### config.mk
export PLATFORM = sky130hd
export DESIGN_NAME = anu_fifo_rd
export DESIGN_NICKNAME = d
export VERILOG_FILES = /design/src/rtl/anu_fifo_pkg.sv /design/src/rtl/anu_fifo_mem.sv /design/src/rtl/anu_fifo_rd.sv
export SDC_FILE = /design/constraint.sdc
export NUM_CORES = 1
export LEC_CHECK = 0
export ABC_AREA = 1
export ABC_CLOCK_PERIOD_IN_PS = 2200
export BUFFER_PORTS_ARGS = -buffer_cell sky130_fd_sc_hd__buf_2
export CORE_ASPECT_RATIO = 1.5
export CORE_MARGIN = 8
export CORE_UTILIZATION = 54
export CTS_CLUSTER_DIAMETER = 100
export DETAILED_ROUTE_END_ITERATION = 10
export GPL_TIMING_DRIVEN = 0
export PLACE_DENSITY = 0.76
export SETUP_SLACK_MARGIN = 0.15
export SYNTH_ARGS = -nofsm -noshare
export SYNTH_HDL_FRONTEND = slang
export SYNTH_SLANG_ARGS = --single-unit
### constraint.sdc
create_clock -name clk -period 2.2 [get_ports clk]
set_input_delay 0 -clock clk [delete_from_list [all_inputs] [get_ports clk]]
set_output_delay 0 -clock clk [all_outputs]
set_load 0.01 [all_outputs]
### src/rtl/anu_fifo_pkg.sv
// Shared defaults and types for the anu_fifo read-side FIFO slice.
package anu_fifo_pkg;

  localparam int FIFO_WIDTH = 8;
  localparam int FIFO_DEPTH = 8;
  // Address bits into the array; pointers carry one extra wrap bit on top.
  localparam int FIFO_PTR_W = $clog2(FIFO_DEPTH);

  typedef logic [FIFO_WIDTH-1:0] fifo_word_t;

endpackage

### src/rtl/anu_fifo_mem.sv
// DEPTH x WIDTH register array: synchronous write port, asynchronous read port, no reset.
module anu_fifo_mem #(
  parameter int WIDTH = 8,
  parameter int DEPTH = 8,
  localparam int AW   = $clog2(DEPTH)
) (
  input  logic             clk,
  input  logic             we_i,
  input  logic [AW-1:0]    waddr_i,
  input  logic [WIDTH-1:0] wdata_i,
  input  logic [AW-1:0]    raddr_i,
  output logic [WIDTH-1:0] rdata_o
);

  logic [WIDTH-1:0] mem_q [DEPTH];

  always_ff @(posedge clk) begin
    if (we_i) mem_q[waddr_i] <= wdata_i;
  end

  assign rdata_o = mem_q[raddr_i];

endmodule

### src/rtl/anu_fifo_rd.sv
// Single-clock FWFT FIFO: write strobe in, valid/ready stream out, level/full status.
// Optional sticky overflow flag enabled by defining ANU_FIFO_OVF_FLAG_EN.
module anu_fifo_rd
  import anu_fifo_pkg::*;
#(
  parameter int WIDTH  = FIFO_WIDTH,
  parameter int DEPTH  = FIFO_DEPTH,
  localparam int PTR_W = $clog2(DEPTH)
) (
  input  logic             clk,
  input  logic             rst_n,
  input  logic             wr_en,
  input  logic [WIDTH-1:0] wr_data,
  output logic             full,
  output logic             rd_valid,
  input  logic             rd_ready,
  output logic [WIDTH-1:0] rd_data,
  output logic [PTR_W:0]   level,
  input  logic             clr_ovf,
  output logic             ovf
);

  // Stream handshake: a word moves when rd_valid and rd_ready are both high at
  // a rising edge; rd_valid depends only on stored state, never on rd_ready.

  logic [PTR_W:0] wr_ptr_q, wr_ptr_d;
  logic [PTR_W:0] rd_ptr_q, rd_ptr_d;
  logic           push, pop;

  // Equal low bits with differing wrap bits means the writer is a full lap ahead.
  assign full     = (wr_ptr_q[PTR_W-1:0] == rd_ptr_q[PTR_W-1:0]) &&
                    (wr_ptr_q[PTR_W] != rd_ptr_q[PTR_W]);
  assign rd_valid = (wr_ptr_q != rd_ptr_q);
  assign level    = wr_ptr_q - rd_ptr_q;

  assign push = wr_en & ~full;
  assign pop  = rd_valid & rd_ready;

  always_comb begin
    wr_ptr_d = wr_ptr_q;
    rd_ptr_d = rd_ptr_q;
    if (push) wr_ptr_d = wr_ptr_q + 1'b1;
    if (pop)  rd_ptr_d = rd_ptr_q + 1'b1;
  end

  always_ff @(posedge clk or negedge rst_n) begin
    if (!rst_n) begin
      wr_ptr_q <= '0;
      rd_ptr_q <= '0;
    end else begin
      wr_ptr_q <= wr_ptr_d;
      rd_ptr_q <= rd_ptr_d;
    end
  end

  anu_fifo_mem #(
    .WIDTH(WIDTH),
    .DEPTH(DEPTH)
  ) u_mem (
    .clk    (clk),
    .we_i   (push),
    .waddr_i(wr_ptr_q[PTR_W-1:0]),
    .wdata_i(wr_data),
    .raddr_i(rd_ptr_q[PTR_W-1:0]),
    .rdata_o(rd_data)
  );

`ifdef ANU_FIFO_OVF_FLAG_EN
  logic ovf_q, ovf_d;

  // A refused push sets the flag; setting takes priority over a same-cycle clear.
  always_comb begin
    ovf_d = ovf_q;
    if (clr_ovf)        ovf_d = 1'b0;
    if (wr_en && full)  ovf_d = 1'b1;
  end

  always_ff @(posedge clk or negedge rst_n) begin
    if (!rst_n) ovf_q <= 1'b0;
    else        ovf_q <= ovf_d;
  end

  assign ovf = ovf_q;
`else
  logic unused_clr_ovf;
  assign unused_clr_ovf = clr_ovf;
  assign ovf            = 1'b0;
`endif

endmodule

==> metrics.md, run 1 <==
| Metric | Value |
|---|---|
| Status | `completed` |
| Worst EP arrival | `2.04 ns` |
| Post-route cell area | `4260 sq um` |
| Slowest stage delay, CP | `0.41 ns` |
| Start point of the critical path | `rd_ptr_q[1]$_DFFE_PN0P_` |
| CTS clk-pin slew, worst paths | `0.06 ns` |
| CTS Buffer Depth | `2` |
| Reg-to-reg critical path startpoint | `rd_ptr_q[1]$_DFFE_PN0P_` |
| CP Capture Type | `flip-flop` |
| Area grow syn2layout | `22.2%` |
| Critical path class | `reg -> reg` |
| CTS tree | `yes` |
| Worst-path fanout max | `10` |
| Skew-Pair Late Insertion Delay | `0.35 ns` |
| Syn nets | `392` |
| Min-delay worst type | `in -> async` |
| Gate power share | `0.509` |
| Seq/Total Area, Yosys | `0.609` |
| FMAX | `505 MHz` |
| Die Ht | `114 um` |
| NetSw | `2.27 mW` |
| Routability cong. | `0.755` |
| Worst R2R Setup Slack | `0.22 ns` |
| CP max stage cell | `dfrtp_2` |
| Synth Instances | `373` |
| CP cell instances | `clkinv_4, buf_6, ha_1, nand2_2, nor2_4, nand2_4, nand3_4, nor2_4, buf_12` |
| Core area | `6350 sq um` |
| CTS Sinks | `72` |
| Clock Skews | `0.00301 ns` |
| Via/cell ratio | `5.02` |
| Int Pwr | `3.19 mW` |
| Total CTS buffers | `9` |
| Layout cells sized above 1 | `0.201` |
| Yosys warns | `0` |
| Io pins | `28` |
| #FFs+latches synth | `72` |
| Final-stage net count | `455` |
| PwrDens | `1280 nW/um^2` |
| H-tree Lvls | `3` |
| Fin crit share | `0.900` |
| Ant. Diodes | `0` |
| Pin count of the biggest net entering global routing | `11` |
| I/O Buffers | `25` |
| Min Tclk post-route | `1.98 ns` |
| Pre-antenna DRT Iters | `4` |
| Worst Setup EP | `u_mem.mem_q[6][4]$_DFFE_PP_` |
| GRT Residual Overflow | `0` |
| VDD IR max | `0.00104 V` |
| Placed Cells incl. Taps | `474` |
| Register share of total power | `0.342` |
| Vias in the first global route | `2554` |
| Avg Inst Size Synth | `9.34 sq um` |
| Setup TNS Final | `0 ns` |
| Reg2Reg Capture Point | `u_mem.mem_q[6][4]$_DFFE_PP_` |
| RSZ-0062 raised after global routing | `false` |
| Std-Cell Rows | `36` |
| Max-Cap Viols | `0` |
| Distinct cells, synth | `24` |
| Crit start category | `flip-flop` |
| Top cell by count, worst path | `nor2_4` |
| Count of pins over their slew limit | `0` |
| Part of the power in the clock network | `0.149` |
| Post-route ant nets | `0` |
| Worst Reg-to-Reg Cells | `9` |
| Cell Area, Placed | `3700 sq um` |
| DPL Wire Length | `5.04 mm` |
| Initial antenna violation count | `0` |
| Global-route wire length before repair | `12.6 mm` |
| Starting Density | `0.548` |
| Final setup fails | `0` |
| Gr usage total | `0.185` |
| Req. time, crit path | `2.26 ns` |
| Via count | `2575` |
| Die X | `81.6 um` |
| Leak Pwr | `2.04 nW` |
| Post-Route WL | `7.81 mm` |
| Final cell count without fillers | `513` |
| Iter 0 DRT Violations | `290` |
| Mapped cell area | `3480 sq um` |
| Sw Ratio | `0.415` |
| Residual DRC | `0` |
| Drt wl/cell | `15.2 um` |
| CTS Root Buffer Type | `clkbuf_8` |
| Die ar. | `9330 sq um` |
| Final hold vios | `0` |
[cells in the mapped netlist, drive strengths merged]
| master | number | area share |
|---|---|---|
| nand2 | 143 | 0.16 |
| inv | 74 | 0.080 |
| edfxtp | 64 | 0.55 |
| nand3 | 45 | 0.066 |
| buf | 14 | 0.031 |
| nor2 | 10 | 0.013 |
| dfrtp | 8 | 0.057 |
| ha | 5 | 0.018 |
| nand4 | 2 | 0.0036 |
| xor2 | 2 | 0.0050 |
| a21oi | 1 | 0.0014 |
| clkinv | 1 | 0.0011 |
| conb | 1 | 0.0011 |
| fa | 1 | 0.0057 |
| or2 | 1 | 0.0018 |
| xnor2 | 1 | 0.0025 |
[sequential cells by signal, indices dropped and copies added (netlist names)]
register	count
rd_ptr_q	4
u_mem.mem_q	64
wr_ptr_q	4
[metrics by stage]
step	power [mW]	hold WS [ns]	setup WS, ns	util
2_1_floorplan	3.55	-0.296	0.164	-
3_3_place_gp	4.24	-0.141	-0.411	0.583
3_5_place_dp	4.33	-0.142	-0.505	0.583
4_1_cts	5.33	0.0294	0.161	0.649
5_1_grt	5.86	0.0484	0.140	0.670
6_report	5.46	0.0299	0.221	0.670
[layout by cell type, fill, tap and decap left out, types with 4 or more instances in the layout]
cell	n
nand2_1	138
nand3_1	44
edfxtp_1	64
ha_1	5
buf_4	16
dfrtp_1	5
buf_2	28
clkbuf_8	9
dlygate4sd3_1	11
buf_6	4
inv_1	72
nor2_4	9
buf_12	7
[metal layers]
layer | vias to the layer above | GRT usage | part of all wire
li1 | 1284 | - | -
met5 | - | 0 | 0
met1 | 1197 | 0.205 | 0.38
met4 | 0 | 0.115 | 0.030
met2 | 80 | 0.318 | 0.54
met3 | 14 | 0.0267 | 0.050
[power by group through the flow]
stage / registers, mW / logic [mW] / clock network [mW]
detailed placement: 1.89 / 2.44 / 0
floorplan: 1.86 / 1.69 / 0
CTS: 1.86 / 2.65 / 0.817
global placement: 1.88 / 2.37 / 0
global route: 1.89 / 3.10 / 0.870
finish: 1.87 / 2.78 / 0.813
[worst max-delay path: cells and delay by family (launching register included)]
family | cells | cell delay (ns)
adders and majority gates | 1 | 0.30
buffers and inverters | 3 | 0.41
and+or+nand+nor | 5 | 0.55
DFF | 1 | 0.41
[repair_timing]
| action | CTS | global route |
|---|---|---|
| gates resized for setup | 23 | 4 |
| buffers inserted | 7 | 9 |
| setup endpoints to repair | 67 | 66 |
| endpoints found under the hold margin | 79 | 0 |
| hold buffers | 11 | 0 |
| pin swaps | 5 | 6 |
[worst min-delay path by stage]
| stage | endpoint | slack, ns | cells after the start |
|---|---|---|---|
| CTS | wr_ptr_q[3]$_DFFE_PN0P_ | 0.03 | 2 |
| detailed placement | wr_ptr_q[3]$_DFFE_PN0P_ | -0.14 | 1 |
| finish | wr_ptr_q[3]$_DFFE_PN0P_ | 0.03 | 2 |
| global placement | wr_ptr_q[3]$_DFFE_PN0P_ | -0.14 | 1 |
| global route | wr_ptr_q[3]$_DFFE_PN0P_ | 0.05 | 2 |
| floorplan | rd_ptr_q[0]$_DFFE_PN0P_ | -0.30 | 0 |
[cell families after synthesis]
| group | after synthesis | synth area share |
|---|---|---|
| DFF | 72 | 0.609 |
| other | 1 | 0.00108 |
| buffers and inverters | 89 | 0.112 |
| and+or+nand+nor | 201 | 0.245 |
| xor gates and xnor gates | 3 | 0.00754 |
| adders and majority gates | 6 | 0.0237 |
| AOI/OAI and AO/OA | 1 | 0.00144 |
[cell type report]
class                   count  area, sq um
clock inverters             3         13.8
well taps                  76         95.1
flip-flops and latches     72         2130
clock buffers               9          124
fillers                   471         2100
plain buffers              14          113
inverters                  75          294
repair buffers             52          443
multi-input cells         212         1050
Note: power is estimated with default switching activity, not from simulation.
==> inputs of run 2 (changes only) <==
--- a/config.mk
+++ b/config.mk
@@ -15,7 +15,8 @@
 export DETAILED_ROUTE_END_ITERATION = 10
 export GPL_TIMING_DRIVEN = 0
 export PLACE_DENSITY = 0.76
-export SETUP_SLACK_MARGIN = 0.15
+export SETUP_SLACK_MARGIN = 0.02
 export SYNTH_ARGS = -nofsm -noshare
 export SYNTH_HDL_FRONTEND = slang
+export SYNTH_HIERARCHICAL = 1
 export SYNTH_SLANG_ARGS = --single-unit
==> run 2 against run 1 <==
Compared with the run above: die area up 0.54%; final area down 1.0%; via count down 0.31%; synthesized area up 0.65%; worst setup slack worse by 0.12 ns; first-iteration DRC count down 23%; clock-buffer cell count up 4; synthesized cell count up 0.27%; total power down 0.50%; largest cell class unchanged.
==> metrics.md, run 2 <==
| Metric | Value |
|---|---|
| Pin count of the biggest net entering global routing | `13 (+2)` |
| Die ar. | `9380 sq um (+0.54%)` |
| Top Registers | `u_mem/mem_q (64), rd_ptr_q (4), wr_ptr_q (4)` |
| Fin crit share | `0.953 (+0.0538)` |
| Most flops, register | `u_mem/mem_q` |
| CTS tree | `yes` |
| Via/cell ratio | `4.97 (-0.89%)` |
| Placed Cells incl. Taps | `475 (+0.21%)` |
| Max reg flops | `64 (unchanged)` |
| Post-synth top area share | `0.548 (-0.00354)` |
| DPL Wire Length | `4.97 mm (-1.3%)` |
| Design Power | `5.43 mW (-0.50%)` |
| Post-route cell area | `4210 sq um (-1.0%)` |
| Worst EP arrival | `2.16 ns (+0.12 ns)` |
| Reg2Reg Capture Point | `u_mem/mem_q[7][0]$_DFFE_PP_` |
| Yosys top cell by area | `edfxtp_1` |
| Yosys warns | `6 (+6)` |
| CTS clk-pin slew, worst paths | `0.07 ns (about the same)` |
| Drt wl/cell | `14.8 um (-2.4%)` |
| Std-Cell Rows | `36 (unchanged)` |
| Area grow syn2layout | `20.1%` |
| Reg area | `2130 sq um (unchanged)` |
| Routability cong. | `0.782 (+3.5%)` |
| Die Ht | `115 um (+0.28%)` |
| Fill cells | `497 (+5.5%)` |
| Starting Density | `0.548 (about the same)` |
| I/O Buffers | `25 (unchanged)` |
| Pre-antenna DRT Iters | `4 (unchanged)` |
| Avg Inst Size Synth | `9.37 sq um (+0.38%)` |
| Io pins | `28 (unchanged)` |
| Global-route wire length before repair | `11.7 mm (-7.0%)` |
| #FFs+latches synth | `72 (unchanged)` |
| Final cell count without fillers | `516 (+0.58%)` |
| Final setup fails | `0 (unchanged)` |
| Most instantiated cells after synthesis | `nand2_1 (137), inv_1 (78), edfxtp_1 (64)` |
| Largest cells by area after synthesis | `edfxtp_1 (55%), nand2_1 (15%), inv_1 (8.4%)` |
| Via count | `2567 (-0.31%)` |
| Vias in the first global route | `2488 (-2.6%)` |
| Worst Setup EP | `u_mem/mem_q[7][0]$_DFFE_PP_` |
| Mux share of post-synthesis cell area | `0 (unchanged)` |
| Skew-Pair Late Insertion Delay | `0.35 ns (about the same)` |
| Min-delay worst type | `in -> async` |
| Final core occ | `0.658 (-0.0116)` |
| Status | `completed` |
| Worst-path fanout max | `8 (-2)` |
| Seq/Total Area, Yosys | `0.605 (-0.00391)` |
| CTS Root Buffer Type | `clkbuf_8` |
| VDD IR max | `0.00108 V (+4.3%)` |
| Residual DRC | `0 (unchanged)` |
| Layout cells sized above 1 | `0.200 (-0.00137)` |
| Post-Synth Simple-Gate Area | `0.244 (-0.000860)` |
| Commonest non-fill, non-tap cell in the layout | `nand2_1` |
| RSZ-0062 raised after global routing | `false` |
| Gr usage total | `0.168 (-0.0162)` |
| Ant. Diodes | `0 (unchanged)` |
| FMAX | `477 MHz (-5.6%)` |
| Most frequent cells in the layout | `nand2_1 (135), inv_1 (78), edfxtp_1 (64)` |
| Req. time, crit path | `2.26 ns (about the same)` |
| Die X | `81.8 um (+0.26%)` |
| Count of pins over their slew limit | `0 (unchanged)` |
| Syn nets | `393 (+0.26%)` |
| Post-route ant nets | `0 (unchanged)` |
| H-tree Lvls | `3 (unchanged)` |
| PwrDens | `1290 nW/um^2 (+0.53%)` |
| CP Capture Type | `flip-flop` |
| Reg-to-reg critical path startpoint | `wr_ptr_q[2]$_DFFE_PN0P_` |
| Synth Instances | `374 (+0.27%)` |
| Initial antenna violation count | `0 (unchanged)` |
| Cell Area, Placed | `3730 sq um (+0.61%)` |
| Final hold vios | `0 (unchanged)` |
| Crit start category | `flip-flop` |
| Start point of the critical path | `wr_ptr_q[2]$_DFFE_PN0P_` |
| Post-synth EDFFs | `64 (unchanged)` |
| Final-stage net count | `454 (-0.22%)` |
| Synthesized-area fraction occupied by adder cells | `0.0236 (-0.000152)` |
| Total CTS buffers | `9 (unchanged)` |
| Xor/xnor cell area share of the yosys netlist | `0.00749 (-0.0000485)` |
| Compound-Gate Fraction of Synth Area | `0.00143 (-0.00000923)` |
| Footprint of the multi-input gates | `1040 sq um (-0.84%)` |
| Core area | `6400 sq um (+0.71%)` |
| CTS Buffer Depth | `2 (unchanged)` |
| Clock Skews | `0.00928 ns (+0.00627 ns)` |
| Worst Reg-to-Reg Cells | `9 (unchanged)` |
| Leak Pwr | `2.05 nW (+0.50%)` |
| CP cell instances | `ha_1, nand2_2, nor2_4, nand2_4, nand2_4, inv_1, nand2_2, nor2_4, buf_12` |
| Min Tclk post-route | `2.10 ns (+0.118 ns)` |
| Slowest stage delay, CP | `0.48 ns (+0.07 ns)` |
| Largest family of logic cells by synthesized area | `simple AND/OR/NAND/NOR gates` |
| Top-count cell post-synth | `nand2_1` |
| GRT Residual Overflow | `0 (unchanged)` |
| Max-Cap Viols | `0 (unchanged)` |
| Mapped cell area | `3510 sq um (+0.65%)` |
| Worst R2R Setup Slack | `0.10 ns (-0.12 ns)` |
| Distinct cells, synth | `23 (-4.2%)` |
| CP max stage cell | `dfrtp_1` |
| Iter 0 DRT Violations | `222 (-23%)` |
| Post-Route WL | `7.66 mm (-1.8%)` |
| Post-synth ARST share | `0.111 (unchanged)` |
| Critical path class | `reg -> reg` |
| CTS Sinks | `72 (unchanged)` |
| Post-synth top flop | `edfxtp_1` |
run 2: how the worst min path moves through the flow:
stage	from	endpoint	slack [ns]	depth (start not counted)
floorplan	rst_n	rd_ptr_q[0]$_DFFE_PN0P_	-0.30	0
global placement	rst_n	rd_ptr_q[1]$_DFFE_PN0P_	-0.15	1
detailed placement	rst_n	rd_ptr_q[0]$_DFFE_PN0P_	-0.14	1
CTS	rst_n	wr_ptr_q[1]$_DFFE_PN0P_	0.01	2
global route	rst_n	wr_ptr_q[1]$_DFFE_PN0P_	0.04	2
finish	rst_n	wr_ptr_q[3]$_DFFE_PN0P_	0.03	2
run 2: routing by layer:
layer | up-vias | part of all wire | track usage
met5 | - | 0 | 0
met3 | 15 | 0.071 | 0.0440
met4 | 0 | 0.027 | 0.0765
met2 | 88 | 0.55 | 0.300
met1 | 1184 | 0.36 | 0.176
li1 | 1280 | - | -
run 2: layout make-up:
type | instances | share of cell area
plain buffers | 12 | 0.0255
clock buffers | 13 | 0.0377
clock inverters | 3 | 0.00416
inverters | 80 | 0.0719
multi-input cells | 210 | 0.247
flip-flops and latches | 72 | 0.505
well taps | 76 | 0.0226
repair buffers | 50 | 0.0867
run 2: worst max-delay path, delay by kind of cell (launching register included):
kind / cells / cell delay, ns
fa+ha+maj: 1 / 0.38
buf+inv: 2 / 0.25
flops: 1 / 0.48
simple gates: 6 / 0.70
run 2: power breakdown:
part	total (mW)	internal, mW	switching, mW
Combinational	2.60	0.981	1.62
Sequential	1.92	1.74	0.175
Clock	0.910	0.467	0.443
Total	5.43	3.19	2.24
run 2: what timing repair did:
item,4_1_cts,5_1_grt
endpoints found under the hold margin,80,0
buffers inserted,0,14
pin swaps,0,8
hold buffers,11,0
resized for setup,8,13
setup endpoints to repair,64,64
run 2: logic make-up (layout without fill, tap and decap cells):
family / count (synthesis) / in the layout
AND/OR/NAND/NOR: 199 / 199
buffers and inverters: 92 / 158
flip-flops: 72 / 72
adder cells (fa/ha/maj): 6 / 6
XOR/XNOR: 3 / 3
other: 1 / 1
AO/OA/AOI/OAI: 1 / 1
run 2: per-stage QoR:
stage                     setup TNS [ns]  hold slack, ns  setup WS, ns
after global placement             -9.78          -0.149        -0.198
after detailed placement          -14.74          -0.145        -0.274
after global routing                   0          0.0372        0.0142
after floorplan                        0          -0.296         0.160
after CTS                          -3.65         0.00968       -0.0939
final                                  0          0.0346         0.103
